--- src/rtl/axi4_stream_mul_arbiter.sv ---
// Packet-level round-robin arbiter sharing one AXI4-Stream multiplier slave
// among NREQ requesters. A grant covers one full request packet followed by
// the matching response packet; only then is the next requester chosen.
module axi4_stream_mul_arbiter #(
    parameter int NREQ = 2,
    parameter int DSZ  = 8,
    parameter int IDW  = 3
) (
    input  logic                 clk,
    input  logic                 rst,
    input  logic [NREQ*DSZ-1:0]  req_tdata,
    input  logic [NREQ-1:0]      req_tvalid,
    input  logic [NREQ-1:0]      req_tlast,
    output logic [NREQ-1:0]      req_tready,
    output logic [DSZ-1:0]       rsp_tdata,
    output logic                 rsp_tlast,
    output logic [NREQ-1:0]      rsp_tvalid,
    input  logic [NREQ-1:0]      rsp_tready,
    output logic [DSZ-1:0]       tdata_to_slave,
    output logic                 tvalid_to_slave,
    output logic                 tlast_to_slave,
    input  logic                 tready_to_slave,
    input  logic [DSZ-1:0]       tdata_to_master,
    input  logic                 tvalid_to_master,
    input  logic                 tlast_to_master,
    output logic                 tready_to_master,
    output logic [NREQ-1:0]      grant,
    output logic [IDW-1:0]       grant_id,
    output logic                 busy,
    output logic [15:0]          txn_count
);

    typedef enum logic [1:0] {IDLE, REQ, RSP} state_t;

    state_t         state;
    logic [IDW-1:0] rr_ptr;

    logic           found;
    logic [IDW-1:0] pick;
    int             j;

    logic [NREQ-1:0] gsel;
    logic [DSZ-1:0]  sel_data;
    logic            sel_valid;
    logic            sel_last;
    logic            sel_rrdy;

    // Round-robin search: first valid requester starting at rr_ptr, wrapping.
    always_comb begin
        found = 1'b0;
        pick  = '0;
        j     = 0;
        for (int k = 0; k < NREQ; k++) begin
            j = int'(rr_ptr) + k;
            if (j >= NREQ) j = j - NREQ;
            if (!found && req_tvalid[j]) begin
                found = 1'b1;
                pick  = IDW'(j);
            end
        end
    end

    // Decode grant_id and mux the granted requester's signals.
    always_comb begin
        gsel      = '0;
        sel_data  = '0;
        sel_valid = 1'b0;
        sel_last  = 1'b0;
        sel_rrdy  = 1'b0;
        for (int i = 0; i < NREQ; i++) begin
            gsel[i] = (grant_id == IDW'(i));
            if (gsel[i]) begin
                sel_data  = sel_data | req_tdata[i*DSZ +: DSZ];
                sel_valid = req_tvalid[i];
                sel_last  = req_tlast[i];
                sel_rrdy  = rsp_tready[i];
            end
        end
    end

    // Zero-latency pass-through in both directions, gated by the phase.
    always_comb begin
        busy             = (state != IDLE);
        grant            = busy ? gsel : '0;
        tdata_to_slave   = sel_data;
        tvalid_to_slave  = (state == REQ) && sel_valid;
        tlast_to_slave   = (state == REQ) && sel_last;
        req_tready       = (state == REQ && tready_to_slave) ? gsel : '0;
        rsp_tdata        = tdata_to_master;
        rsp_tlast        = tlast_to_master;
        rsp_tvalid       = (state == RSP && tvalid_to_master) ? gsel : '0;
        tready_to_master = (state == RSP) && sel_rrdy;
    end

    // Phase sequencing; grant_id is only rewritten on a new arbitration.
    always_ff @(posedge clk) begin
        if (rst) begin
            state     <= IDLE;
            grant_id  <= '0;
            rr_ptr    <= '0;
            txn_count <= '0;
        end else begin
            case (state)
                IDLE: if (found) begin
                    grant_id <= pick;
                    state    <= REQ;
                end
                REQ: if (tvalid_to_slave && tready_to_slave && tlast_to_slave)
                    state <= RSP;
                RSP: if (tvalid_to_master && tready_to_master && tlast_to_master) begin
                    state     <= IDLE;
                    rr_ptr    <= (grant_id == IDW'(NREQ-1)) ? '0 : grant_id + IDW'(1);
                    txn_count <= txn_count + 16'd1;
                end
                default: state <= IDLE;
            endcase
        end
    end

endmodule

--- config.mk ---
export PLATFORM = sky130hd
export DESIGN_NAME = axi4_stream_mul_arbiter
export DESIGN_NICKNAME = d
export VERILOG_FILES = /design/src/rtl/axi4_stream_mul_arbiter.sv
export SDC_FILE = /design/constraint.sdc
export NUM_CORES = 1
export LEC_CHECK = 0
export ABC_AREA = 1
export ABC_CLOCK_PERIOD_IN_PS = 1900
export BUFFER_PORTS_ARGS = -buffer_cell sky130_fd_sc_hd__buf_2
export CAP_MARGIN = 15
export CORE_UTILIZATION = 38
export CTS_CLUSTER_DIAMETER = 100
export DETAILED_ROUTE_END_ITERATION = 16
export PLACE_DENSITY = 0.74
export RECOVER_POWER = 50
export SLEW_MARGIN = 20
export SYNTH_ARGS = -nofsm -noshare
export SYNTH_HDL_FRONTEND = slang
export SYNTH_SLANG_ARGS = --single-unit
--- constraint.sdc ---
create_clock -name clk -period 1.9 [get_ports clk]
set_clock_uncertainty 0.05 [all_clocks]
set_input_delay 0.19 -clock clk [delete_from_list [all_inputs] [get_ports clk]]
set_output_delay 0.19 -clock clk [all_outputs]
set_load 0.02 [all_outputs]
==> results.py <==
metrics = {
    "run_status": {
        "status": "complete, no violations",
    },
    "synth": {
        "synth-edff-count": 0,
        "syn-mean-instance-area_um2": 6.07,
        "yosysSeqAreaShare_pct": 28.0,
        "syn_inst": 283,
        "yosysTopAreaCell": "dfxtp_1",
        "synth_top_area_share_pct": 28.0,
        "synth_commonest_cells": "nand2_1 (102), nor2_1 (34), inv_1 (29), nand3_1 (25), dfxtp_1 (24)",
        "ys_top_cells_by_area": "dfxtp_1 (28%), nand2_1 (22%), nor2_1 (7.4%)",
        "ys_ff_latch": 24,
        "async_flop_share_pct": 0,
        "synth-main-ff-cell": "dfxtp_1",
        "synth_warnings": 0,
        "synth_area_um2": 1720,
        "yosysMostFrequentCell": "nand2_1",
        "synth_fp_nets": 321,
        "yosysUniqueCellTypes": 25,
    },
    "detailed_routing": {
        "wl_um": 4250,
        "dr.pass1.iters": 4,
        "route.met3.wl_um": 227,
        "highest_layer": "met4",
        "first_iter_violations": 86,
        "avgViaCountPerCell": 4.84,
        "met2_length_um": 2040,
        "drc": 0,
        "num_vias": 1905,
        "drtAntennaViolNets": 0,
        "wl_per_cell_um": 10.8,
        "met1_length_um": 1930,
    },
    "hold_path": {
        "min_path_type": "input pin to flip-flop",
    },
    "setup_path": {
        "critPathSlowestCell": "dfxtp_1",
        "end_kind": "primary output",
        "critPathKind": "flip-flop to primary output",
        "path_max_fanout": 10,
        "regToRegSetupSlack_ns": 0.28,
        "crit_required_ns": 1.66,
        "crit_chain": "nor2_2, buf_4, nand2_1, nor3_1, buf_2",
        "cpPeakStageDelay_ns": 0.38,
        "cp-start-kind": "flip-flop",
        "arrival_ns": 1.47,
    },
    "sta": {
        "timing.setup.tns_ns": 0,
        "hold_viol_final": 0,
        "tightest_slew_ns": 0.398,
        "fin_crit_sh_pct": 90.0,
        "max_freq_ghz": 0.585,
        "fin_ws_ns": 0.189,
        "relSlewSlack_pct": 73.5,
        "rsz0062_at_grt": "false",
        "period_needed_ns": 1.71,
        "setup_viol": 0,
        "slew_violations": 0,
    },
    "power_and_ir_drop": {
        "ir_drop_mv": 0.232,
        "power_density_nw_per_um2": 589,
        "pwr-share-seq_pct": 42.0,
        "switching_power_uw": 354,
        "p_sw_share_pct": 28.7,
        "power_leakage_uw": 0.000931,
        "clock_power_share_pct": 37.1,
        "p_comb_share_pct": 20.9,
        "p_total_uw": 1240,
        "internal_power_uw": 881,
    },
    "final_layout": {
        "fillerInstances": 456,
        "diodes": 0,
        "stdcell_count": 394,
        "area_growth_syn_to_layout_pct": 22.2,
        "final_nets": 381,
        "layout-drive-gt1-share_pct": 20.8,
        "utilization_pct": 48.2,
    },
    "grt": {
        "grt_use_total_pct": 18.3,
        "grt_max_degree": 19,
        "antenna_found_initial": 0,
        "grt_pass1_wl_um": 7250,
        "grt_pass1_vias": 1639,
        "globalRouteOverflowTotal": 0,
    },
    "floorplanning": {
        "start_util_pct": 39.4,
        "core_area_um2": 4350,
        "die_x_um": 69.2,
        "rows": 24,
        "die_area_um2": 4790,
        "die_h_um": 69.2,
        "ios": 81,
    },
    "cts": {
        "clock_sinks": 24,
        "htree_levels": 1,
        "cts.hold.buffers_added": 0,
        "clk_path_buf_depth": 2,
        "cts_setup_buffers": 0,
        "ctsRootBufferMaster": "clkbuf_8",
        "numCtsBuffers": 3,
        "clk_latency_ns": 0.28,
        "clk_pin_slew_ns": 0.09,
        "cts_tree": "yes",
    },
    "job": {
        "max-cap-violations": 0,
    },
    "placed_design": {
        "dpl_worst_slack_ns": 0.316,
        "portBuffers": 64,
        "hpwl_um": 3340,
        "gp_congestion": 0.840,
        "placed_cells": 390,
    },
}
[path summary, 6_finish.rpt]
path,startpoint,to,cells after the start
min reg2reg,txn_count[15],txn_count[15],2
min,req_tvalid[1],grant_id[0],3
max reg2reg,txn_count[0],txn_count[8],7
max,grant_id[2],rsp_tvalid[1],5
[power by group through the flow]
stage / Combinational (µW) / Clock, µW / Sequential, µW
finish: 259 / 458 / 519
floorplan: 178 / 0 / 536
CTS: 262 / 466 / 518
detailed placement: 261 / 0 / 530
global placement: 257 / 0 / 529
global route: 287 / 486 / 520
[layer usage]
layer	GRT usage, %	up-vias
met4	5.44	0
met5	0	-
li1	-	1005
met3	3.49	5
met2	33.0	68
met1	21.8	827
[final cells by class]
cell class                 instances  area (µm²)  area share, %
multi-input combinational        213        1030           48.9
sequential                        24         480           22.9
timing repair buffer              70         338           16.1
inverter                          31         116           5.55
tap                               52        65.1           3.10
clock buffer                       3        41.3           1.97
clock inverter                     1        30.0           1.43
[flip-flops by register name, summed over array words and instances, names as in the netlist]
register and flops:
grant_id 3, rr_ptr 3, state 2, txn_count 16
[repair_timing]
action / in CTS / in global routing
hold endpoints to repair: 0 / 0
setup endpoints to repair: 0 / 2
gates resized for setup: 0 / 1
[logic make-up (layout without fill, tap and decap cells)]
| logic type | count (synthesis) | in the layout | share of synthesized area, % |
|---|---|---|---|
| AND/OR/NAND/NOR | 175 | 175 | 43.2 |
| buffers and inverters | 46 | 105 | 12.5 |
| AO/OA/AOI/OAI | 28 | 28 | 10.5 |
| flip-flops | 24 | 24 | 28.0 |
| XOR/XNOR | 7 | 7 | 3.57 |
| adder cells (fa/ha/maj) | 3 | 3 | 2.19 |
[placed cells by master, fill, tap and decap left out, drive strengths merged]
master / synthesis / layout
buf: 12 / 49
or2: 1 / 1
o21ai: 7 / 7
a21boi: 1 / 1
dfxtp: 24 / 24
nand2: 102 / 102
bufinv: 0 / 1
clkbuf: 3 / 24
a21oi: 20 / 20
nand3b: 1 / 1
nand3: 25 / 25
nor2: 37 / 37
xnor2: 4 / 4
inv: 31 / 31
nor3: 2 / 2
xor2: 3 / 3
nand4: 7 / 7
ha: 3 / 3
[per-stage QoR]
| stage | hold WS [ns] | area, µm² |
|---|---|---|
| after global placement | 0.330 | 2050 |
| final | 0.161 | 2100 |
| after floorplan | 0.305 | 1720 |
| after detailed placement | 0.330 | 2050 |
| after CTS | 0.158 | 2120 |
| after global routing | 0.161 | 2100 |
[worst max-delay path: cells and delay by family, from the launching register on]
kind | cells | cell delay, ns
AND/OR/NAND/NOR | 3 | 0.42
flip-flops | 1 | 0.38
buffers and inverters | 2 | 0.38
Power figures use the tool's default switching activity.
